### src/rtl/uart_bus_init_if.sv
// Signal bundle between uart_bus_init and its command source / bus responder.
// master: the initiator block itself; slave: command source plus bus responder.
interface uart_bus_init_if #(
    parameter int unsigned AddrW = 32,
    parameter int unsigned DataW = 32
);
    logic             cmd_valid_i;
    logic             cmd_ready_o;
    logic             cmd_write_i;
    logic [AddrW-1:0] cmd_addr_i;
    logic [DataW-1:0] cmd_wdata_i;

    logic             rsp_valid_o;
    logic             rsp_ready_i;
    logic [DataW-1:0] rsp_rdata_o;
    logic             rsp_err_o;
    logic             rsp_tout_o;

    logic [1:0]       bus_trans_o;
    logic [AddrW-1:0] bus_addr_o;
    logic             bus_write_o;
    logic [DataW-1:0] bus_wdata_o;
    logic             bus_ready_i;
    logic             bus_resp_i;
    logic [DataW-1:0] bus_rdata_i;

    modport master (
        input  cmd_valid_i, cmd_write_i, cmd_addr_i, cmd_wdata_i,
        input  rsp_ready_i,
        input  bus_ready_i, bus_resp_i, bus_rdata_i,
        output cmd_ready_o,
        output rsp_valid_o, rsp_rdata_o, rsp_err_o, rsp_tout_o,
        output bus_trans_o, bus_addr_o, bus_write_o, bus_wdata_o
    );

    modport slave (
        output cmd_valid_i, cmd_write_i, cmd_addr_i, cmd_wdata_i,
        output rsp_ready_i,
        output bus_ready_i, bus_resp_i, bus_rdata_i,
        input  cmd_ready_o,
        input  rsp_valid_o, rsp_rdata_o, rsp_err_o, rsp_tout_o,
        input  bus_trans_o, bus_addr_o, bus_write_o, bus_wdata_o
    );
endinterface

### src/rtl/uart_bus_init.sv
// Single-transfer bus initiator: one command -> address + data phase -> one response.
// Optional data-phase timeout enabled by `define UART_BUS_INIT_TIMEOUT_EN.
module uart_bus_init #(
    parameter int unsigned AddrW      = 32,
    parameter int unsigned DataW      = 32,
    parameter int unsigned TimeoutCyc = 255
) (
    input  logic            main_clk_i,
    input  logic            main_rst_i,
    uart_bus_init_if.master bus
);
    localparam logic [1:0] TransIdle   = 2'd0;
    localparam logic [1:0] TransNonseq = 2'd2;

    typedef enum logic [1:0] {
        S_IDLE,
        S_ADDR,
        S_DATA,
        S_RSP
    } state_t;

    state_t state, state_nxt;

    logic             cmd_take;
    logic             bus_done;
    logic             tout_hit;
    logic             cmd_ready;
    logic             rsp_valid;
    logic [1:0]       trans;

    logic             write_q;
    logic [AddrW-1:0] addr_q;
    logic [DataW-1:0] wdata_q;
    logic [DataW-1:0] rdata_q;
    logic             err_q;
    logic             tout_q;

    always_ff @(posedge main_clk_i) begin
        if (main_rst_i) begin
            state <= S_IDLE;
        end else begin
            state <= state_nxt;
        end
    end

    always_comb begin
        state_nxt = state;
        cmd_take  = 1'b0;
        bus_done  = 1'b0;
        cmd_ready = 1'b0;
        rsp_valid = 1'b0;
        trans     = TransIdle;
        case (state)
            S_IDLE: begin
                cmd_ready = 1'b1;
                if (bus.cmd_valid_i) begin
                    cmd_take  = 1'b1;
                    state_nxt = S_ADDR;
                end
            end
            S_ADDR: begin
                trans     = TransNonseq;
                state_nxt = S_DATA;
            end
            S_DATA: begin
                if (bus.bus_ready_i) begin
                    bus_done  = 1'b1;
                    state_nxt = S_RSP;
                end else if (tout_hit) begin
                    state_nxt = S_RSP;
                end
            end
            S_RSP: begin
                rsp_valid = 1'b1;
                if (bus.rsp_ready_i) begin
                    state_nxt = S_IDLE;
                end
            end
            default: state_nxt = S_IDLE;
        endcase
    end

`ifdef UART_BUS_INIT_TIMEOUT_EN
    logic [15:0] tcnt_q;

    // Fires on the wait cycle that brings the count up to TimeoutCyc.
    assign tout_hit = (state == S_DATA) && !bus.bus_ready_i &&
                      (tcnt_q == 16'(TimeoutCyc - 1));

    always_ff @(posedge main_clk_i) begin
        if (main_rst_i) begin
            tcnt_q <= '0;
        end else if (cmd_take) begin
            tcnt_q <= '0;
        end else if ((state == S_DATA) && !bus.bus_ready_i) begin
            tcnt_q <= tcnt_q + 16'd1;
        end
    end
`else
    assign tout_hit = 1'b0;
`endif

    always_ff @(posedge main_clk_i) begin
        if (main_rst_i) begin
            write_q <= 1'b0;
            addr_q  <= '0;
            wdata_q <= '0;
            rdata_q <= '0;
            err_q   <= 1'b0;
            tout_q  <= 1'b0;
        end else begin
            if (cmd_take) begin
                write_q <= bus.cmd_write_i;
                addr_q  <= bus.cmd_addr_i;
                wdata_q <= bus.cmd_write_i ? bus.cmd_wdata_i : '0;
            end
            if (bus_done) begin
                rdata_q <= write_q ? '0 : bus.bus_rdata_i;
                err_q   <= bus.bus_resp_i;
                tout_q  <= 1'b0;
            end else if (tout_hit) begin
                rdata_q <= '0;
                err_q   <= 1'b1;
                tout_q  <= 1'b1;
            end
        end
    end

    assign bus.cmd_ready_o = cmd_ready;
    assign bus.rsp_valid_o = rsp_valid;
    assign bus.rsp_rdata_o = rdata_q;
    assign bus.rsp_err_o   = err_q;
`ifdef UART_BUS_INIT_TIMEOUT_EN
    assign bus.rsp_tout_o  = tout_q;
`else
    assign bus.rsp_tout_o  = 1'b0;
`endif
    assign bus.bus_trans_o = trans;
    assign bus.bus_addr_o  = addr_q;
    assign bus.bus_write_o = write_q;
    assign bus.bus_wdata_o = (state == S_DATA) ? wdata_q : '0;
endmodule
### src/flat_wrapper.sv
// flat-port wrapper written by rule: the top's interface ports become plain ports
module uart_bus_init_flat 
#(
    parameter int unsigned AddrW      = 32,
    parameter int unsigned DataW      = 32,
    parameter int unsigned TimeoutCyc = 255
)
  (main_clk_i, main_rst_i, bus_cmd_valid_i, bus_cmd_write_i, bus_cmd_addr_i, bus_cmd_wdata_i, bus_rsp_ready_i, bus_bus_ready_i, bus_bus_resp_i, bus_bus_rdata_i, bus_cmd_ready_o, bus_rsp_valid_o, bus_rsp_rdata_o, bus_rsp_err_o, bus_rsp_tout_o, bus_bus_trans_o, bus_bus_addr_o, bus_bus_write_o, bus_bus_wdata_o);
  uart_bus_init_if #(.AddrW(AddrW), .DataW(DataW)) bus_i ();
  input  logic main_clk_i;
  input  logic main_rst_i;
  input wire logic [$bits(bus_i.cmd_valid_i)-1:0] bus_cmd_valid_i;
  input wire logic [$bits(bus_i.cmd_write_i)-1:0] bus_cmd_write_i;
  input wire logic [$bits(bus_i.cmd_addr_i)-1:0] bus_cmd_addr_i;
  input wire logic [$bits(bus_i.cmd_wdata_i)-1:0] bus_cmd_wdata_i;
  input wire logic [$bits(bus_i.rsp_ready_i)-1:0] bus_rsp_ready_i;
  input wire logic [$bits(bus_i.bus_ready_i)-1:0] bus_bus_ready_i;
  input wire logic [$bits(bus_i.bus_resp_i)-1:0] bus_bus_resp_i;
  input wire logic [$bits(bus_i.bus_rdata_i)-1:0] bus_bus_rdata_i;
  output wire logic [$bits(bus_i.cmd_ready_o)-1:0] bus_cmd_ready_o;
  output wire logic [$bits(bus_i.rsp_valid_o)-1:0] bus_rsp_valid_o;
  output wire logic [$bits(bus_i.rsp_rdata_o)-1:0] bus_rsp_rdata_o;
  output wire logic [$bits(bus_i.rsp_err_o)-1:0] bus_rsp_err_o;
  output wire logic [$bits(bus_i.rsp_tout_o)-1:0] bus_rsp_tout_o;
  output wire logic [$bits(bus_i.bus_trans_o)-1:0] bus_bus_trans_o;
  output wire logic [$bits(bus_i.bus_addr_o)-1:0] bus_bus_addr_o;
  output wire logic [$bits(bus_i.bus_write_o)-1:0] bus_bus_write_o;
  output wire logic [$bits(bus_i.bus_wdata_o)-1:0] bus_bus_wdata_o;
  assign bus_i.cmd_valid_i = bus_cmd_valid_i;
  assign bus_i.cmd_write_i = bus_cmd_write_i;
  assign bus_i.cmd_addr_i = bus_cmd_addr_i;
  assign bus_i.cmd_wdata_i = bus_cmd_wdata_i;
  assign bus_i.rsp_ready_i = bus_rsp_ready_i;
  assign bus_i.bus_ready_i = bus_bus_ready_i;
  assign bus_i.bus_resp_i = bus_bus_resp_i;
  assign bus_i.bus_rdata_i = bus_bus_rdata_i;
  assign bus_cmd_ready_o = bus_i.cmd_ready_o;
  assign bus_rsp_valid_o = bus_i.rsp_valid_o;
  assign bus_rsp_rdata_o = bus_i.rsp_rdata_o;
  assign bus_rsp_err_o = bus_i.rsp_err_o;
  assign bus_rsp_tout_o = bus_i.rsp_tout_o;
  assign bus_bus_trans_o = bus_i.bus_trans_o;
  assign bus_bus_addr_o = bus_i.bus_addr_o;
  assign bus_bus_write_o = bus_i.bus_write_o;
  assign bus_bus_wdata_o = bus_i.bus_wdata_o;
  uart_bus_init #(.AddrW(AddrW), .DataW(DataW), .TimeoutCyc(TimeoutCyc)) u_core (.main_clk_i(main_clk_i), .main_rst_i(main_rst_i), .bus(bus_i));
endmodule
### config.mk
export PLATFORM = sky130hd
export DESIGN_NAME = uart_bus_init_flat
export DESIGN_NICKNAME = d
export VERILOG_FILES = /design/src/rtl/uart_bus_init_if.sv /design/src/rtl/uart_bus_init.sv /design/src/flat_wrapper.sv
export SDC_FILE = /design/constraint.sdc
export NUM_CORES = 1
export LEC_CHECK = 0
export ABC_CLOCK_PERIOD_IN_PS = 1650
export BUFFER_PORTS_ARGS = -buffer_cell sky130_fd_sc_hd__buf_2
export CORE_MARGIN = 4
export CORE_UTILIZATION = 47
export CTS_BUF_LIST = sky130_fd_sc_hd__clkbuf_2
export DETAILED_ROUTE_END_ITERATION = 7
export GPL_TIMING_DRIVEN = 0
export PLACE_DENSITY = 0.82
export SLEW_MARGIN = 20
export SYNTH_ARGS = -nofsm -noshare
export SYNTH_HDL_FRONTEND = slang
export SYNTH_SLANG_ARGS = --single-unit
export TNS_END_PERCENT = 100
### constraint.sdc
create_clock -name main_clk_i -period 1.65 [get_ports main_clk_i]
set_input_delay 0.165 -clock main_clk_i [delete_from_list [all_inputs] [get_ports main_clk_i]]
set_output_delay 0.165 -clock main_clk_i [all_outputs]
set_load 0.02 [all_outputs]
---- Word-level counts from Yosys, hierarchy flattened ----
Index checks and enable logic that the tools add are counted.
cells by class
  equality and inequality tests ........... 6
  muxes and demuxes ....................... 14
  reduce and logical (&&, ||, !) cells .... 2
operators with widths
  kind                                           number
  two-way mux 32 bit                             3
  two-way mux 2 bit                              4
  one-hot mux 2 bit (4 select lines)             1
  two-way mux 1 bit                              6
  != test 2 bit, second input constant           3
  == test 2 bit, second input constant           2
  AND reduction 3 bit                            1
  == test 2 x 1 -> 1 bit, second input constant  1
  logical NOT 2 bit                              1
word-level totals
  flip-flop bits (word level) ............. 100
  bits of input ports ..................... 103
  word-level logic and storage cells ...... 28

---- Longest topological paths before layout ----
  depth in word-level cells ............... 3
  mapped depth ............................ 7
  depth with buffers taken out ............ 5

---- Worst setup path before layout ----
OpenSTA, ideal clock, no wires.
  kind .................................... register to register
  from .................................... register u_core.state[0]
  to ...................................... register u_core.state[1]
  library setup time ...................... 0.135 ns
  arrival time ............................ 1.297 ns
  data required time ...................... 1.515 ns
  slack ................................... 0.218 ns
  cell stages (with the launch flop) ...... 6
  path buffers ............................ 0
  path through ............................ dfxtp_1 -> inv_1 -> ha_1 -> nor2b_1 -> o311ai_0 -> o41ai_1
between the ends
  longest elaborated chain between the ends .. 3
  elaborated cells on any way between the ends .. 9
ends and longest elaborated chain
  what                                                RTL line             RTL
  start: declaration                                  uart_bus_init.sv:22  state_t state, state_nxt;
  start signal: assignment                            uart_bus_init.sv:42  state <= state_nxt;
  == test 2 bit or logical NOT 2 bit (tied branches)  uart_bus_init.sv:53  case (state)
  != test 2 bit (no source line)                      n/a
  AND reduction 3 bit (no source line)                n/a
Several ways; a longest one is shown, not always the timed one.
A chain may end at the register's enable or synchronous reset.

---- Worst setup path in the final report ----
  from .................................... register u_core.state[0]
  to ...................................... output bus_bus_wdata_o[8]
between the ends
  longest elaborated chain between the ends .. 2
ends and longest elaborated chain
  what                RTL line              RTL
  == test 2 bit       uart_bus_init.sv:141  assign bus.bus_wdata_o = (state == S_DATA) ? wdata_q : '0;
  two-way mux 32 bit  uart_bus_init.sv:141
  end: declaration    flat_wrapper.sv:28    output wire logic [$bits(bus_i.bus_wdata_o)-1:0] bus_bus_wdata_o;
No other way between the ends.

==> flow_summary.yaml <==
run_status:
  run_status: "complete, but fails checks"
  violations: "setup timing"
routing:
  viasPerCell: 5.377
  routed_wirelength_um: 15810
  drc_errors: 0
  drtPass1Iterations: 5
  number_of_nets_with_antenna_violations_after_detailed_routing: 0
  drt_iter0_drc: 221
  via_count: 4968
  wl_per_cell_um: 17.11
timing:
  max_clock_freq_mhz: 544.9
  worst_slew_margin_rel_pct: 64.49
  finalSetupTns_ns: -5.579
  hold_violations: 0
  fin_ws_ns: -0.1851
  timing.final.setup_violations: 32
  timing.final.crit_period_ns: 1.835
  worst_pin_slew_ns: 0.5327
  fin_skew_ns: 0.04427
  final_max_slew_viols: 0
  rsz0062_at_grt: "yes"
  layout_worst_path_cycle_share_pct: 111.2
grt:
  track_usage_pct: 30.65
  grt_pass1_wl_um: 24770
  vias_in_the_first_global_route: 5196
  antenna_violations_before_repair: 0
  maximum_number_of_pins_on_one_net_before_global_route_repair: 18
  overall_overflow_remaining_after_global_route: 0
die:
  die-area_mm2: 0.01017
  chipWidth_um: 100.9
  num_io_pins: 206
  core_mm2: 0.008299
  die-height_um: 100.9
  initial_core_util_pct: 48.85
  std_cell_rows: 33
power:
  total_power_uw: 6852
  vdd_drop_max_uv: 702.7
  power_density_mw_per_mm2: 1007
  power.static_leakage_uw: 0.003011
synth:
  synth.ff_latch_count: 100
  yosysWarnings: 0
  ys_top_cells_by_count: "134 x sky130_fd_sc_hd__nand2_1, 100 x sky130_fd_sc_hd__dfxtp_1, 98 x sky130_fd_sc_hd__a21oi_1"
  post_synth_instance_area_mm2: 0.004054
  ys.flop_type: "sky130_fd_sc_hd__dfxtp_1"
  yosysTopAreaCellShare_pct: 49.38
  synth_top_area_cell: "sky130_fd_sc_hd__dfxtp_1"
  synth.most_common_cell: "sky130_fd_sc_hd__nand2_1"
  synth_cells: 493
  synth-edff-count: 0
  yosysSeqAreaShare_pct: 49.38
  synth_cell_type_count: 21
  ys_async_sr_fraction_pct: 0
  synth.avg_cell_area_um2: 8.223
  synth_top_cells_by_area: "sky130_fd_sc_hd__dfxtp_1 49%, sky130_fd_sc_hd__nand2_1 12%, sky130_fd_sc_hd__a21oi_1 12%"
worst_setup_path:
  timing.critical_path.arrival_ns: 1.67
  worstPathMaxFanout: 8
  worst_setup_path_end_kind: "output port"
  timing.critical_path.required_ns: 1.48
  crit_path_start_kind: "flip-flop"
  path_class: "flip-flop to output port"
finish:
  finalNetCount: 921
  antenna_cells_inserted: 0
  utilization_pct: 81.98
  flow.area_growth_from_synthesis_pct: 67.84
  final_layout_size_suffix_gt1_share_pct: 36.39
place:
  gp_congestion: 0.9032
  port_buffers: 200
  preCtsSetupSlack_ns: -0.05734
  dp_wirelength_um: 9304
cts:
  cts_tree: "built"
  cts_max_path_bufs: 2
  worstSkewPairLatency_ns: 0.57
  cts.htree.levels: 3
  tritoncts.num_buffers: 9
  clock_sink_count: 100
  cts_root_buffer: "sky130_fd_sc_hd__clkbuf_2"
  clkSlewWorstSetupHoldPaths_ns: 0.24
flow_run:
  max_cap_viol_count: 0
worst_hold_path:
  hold_path_class: "input pin to flip-flop"
kinds of logic after synthesis:
family	synth area share (%)
and+or+nand+nor	29.01
AOI/OAI and AO/OA	12.96
buffers and inverters	7.315
adders and majority gates	1.235
DFF	49.38
other	0.09250
sequential cells by signal (all words and copies together), names as in the netlist:
register / count
u_core.bus.bus_addr_o: 32
u_core.bus.rsp_rdata_o: 32
u_core.wdata_q: 32
u_core.state: 2
u_core.bus.bus_write_o: 1
u_core.bus.rsp_err_o: 1
cells in the final DEF, fill, tap and decap left out, types with 3 or more instances in the layout:
master / synthesis / final
sky130_fd_sc_hd__a21oi_1: 98 / 98
sky130_fd_sc_hd__and2_4: 1 / 33
sky130_fd_sc_hd__buf_2: 17 / 179
sky130_fd_sc_hd__buf_4: 8 / 13
sky130_fd_sc_hd__buf_6: 2 / 37
sky130_fd_sc_hd__buf_8: 2 / 9
sky130_fd_sc_hd__clkbuf_1: 18 / 15
sky130_fd_sc_hd__clkbuf_2: 0 / 9
sky130_fd_sc_hd__clkbuf_4: 0 / 3
sky130_fd_sc_hd__dfxtp_1: 100 / 98
sky130_fd_sc_hd__dlygate4sd3_1: 0 / 99
sky130_fd_sc_hd__ha_4: 0 / 3
sky130_fd_sc_hd__inv_6: 0 / 3
sky130_fd_sc_hd__nand2_1: 134 / 134
sky130_fd_sc_hd__nand3_1: 33 / 33
sky130_fd_sc_hd__nand4b_1: 32 / 32
sky130_fd_sc_hd__nor2b_1: 3 / 3
final timing paths:
check / depth (start not counted) / startpoint / slack [ns] / endpoint
min: 3 / bus_rsp_ready_i / 0.07 / u_core.state[0]
max reg2reg: 8 / u_core.state[1] / 0.05 / u_core.bus.bus_addr_o[26]
min reg2reg: 2 / u_core.bus.rsp_rdata_o[4] / 0.47 / u_core.bus.rsp_rdata_o[4]
max: 6 / u_core.state[0] / -0.19 / bus_bus_wdata_o[8]
worst max-delay path, cell delays in order (launching register included):
cell,delay [ns]
sky130_fd_sc_hd__dfxtp_2,0.39
sky130_fd_sc_hd__inv_2,0.05
sky130_fd_sc_hd__ha_4,0.16
sky130_fd_sc_hd__buf_12,0.14
sky130_fd_sc_hd__buf_8,0.13
sky130_fd_sc_hd__and2_4,0.13
sky130_fd_sc_hd__buf_6,0.12
area by class of cell:
| class | count | area (µm²) |
|---|---|---|
| well taps | 105 | 131.4 |
| inverters | 3 | 13.76 |
| multi-input cells | 343 | 1879 |
| clock buffers | 9 | 45.04 |
| repair buffers | 309 | 2308 |
| plain buffers | 48 | 346.6 |
| fillers | 477 | 1495 |
| clock inverters | 7 | 72.57 |
| flip-flops and latches | 100 | 2007 |
report_power, final:
part           internal [µW]  total, µW  switching (µW)
logic                   1160       2670            1500
registers               2770       2970             199
clock network            362       1220             857
total                   4290       6850            2560
metal layers:
| metal | global-route usage, % | part of all wire (%) | routed length [µm] | up-vias |
|---|---|---|---|---|
| li1 | - | - | - | 2294 |
| met1 | 32.97 | 36 | 5657 | 2289 |
| met2 | 54.23 | 50 | 7940 | 314 |
| met3 | 7.751 | 9.5 | 1497 | 71 |
| met4 | 17.31 | 4.5 | 719 | 0 |
| met5 | 0 | 0 | 0 | - |
what timing repair did:
action | 4_1_cts | 5_1_grt
endpoints found under the hold margin | 97 | 0
setup endpoints to repair | 33 | 41
cloned | 3 | 0
pin swaps | 33 | 1
hold buffers | 99 | 0
buffers inserted | 6 | 1
gates resized for setup | 120 | 22
stage by stage:
step / cell area, µm² / hold WS (ns) / std cells
floorplan: 4058 / 0.3010 / 494
global placement: 5190 / 0.4047 / 799
detailed placement: 5190 / 0.4099 / 799
CTS: 6740 / 0.02280 / 923
global route: 6804 / 0.02189 / 924
finish: 6804 / 0.07485 / 924
(Power assumes the default switching activity.)
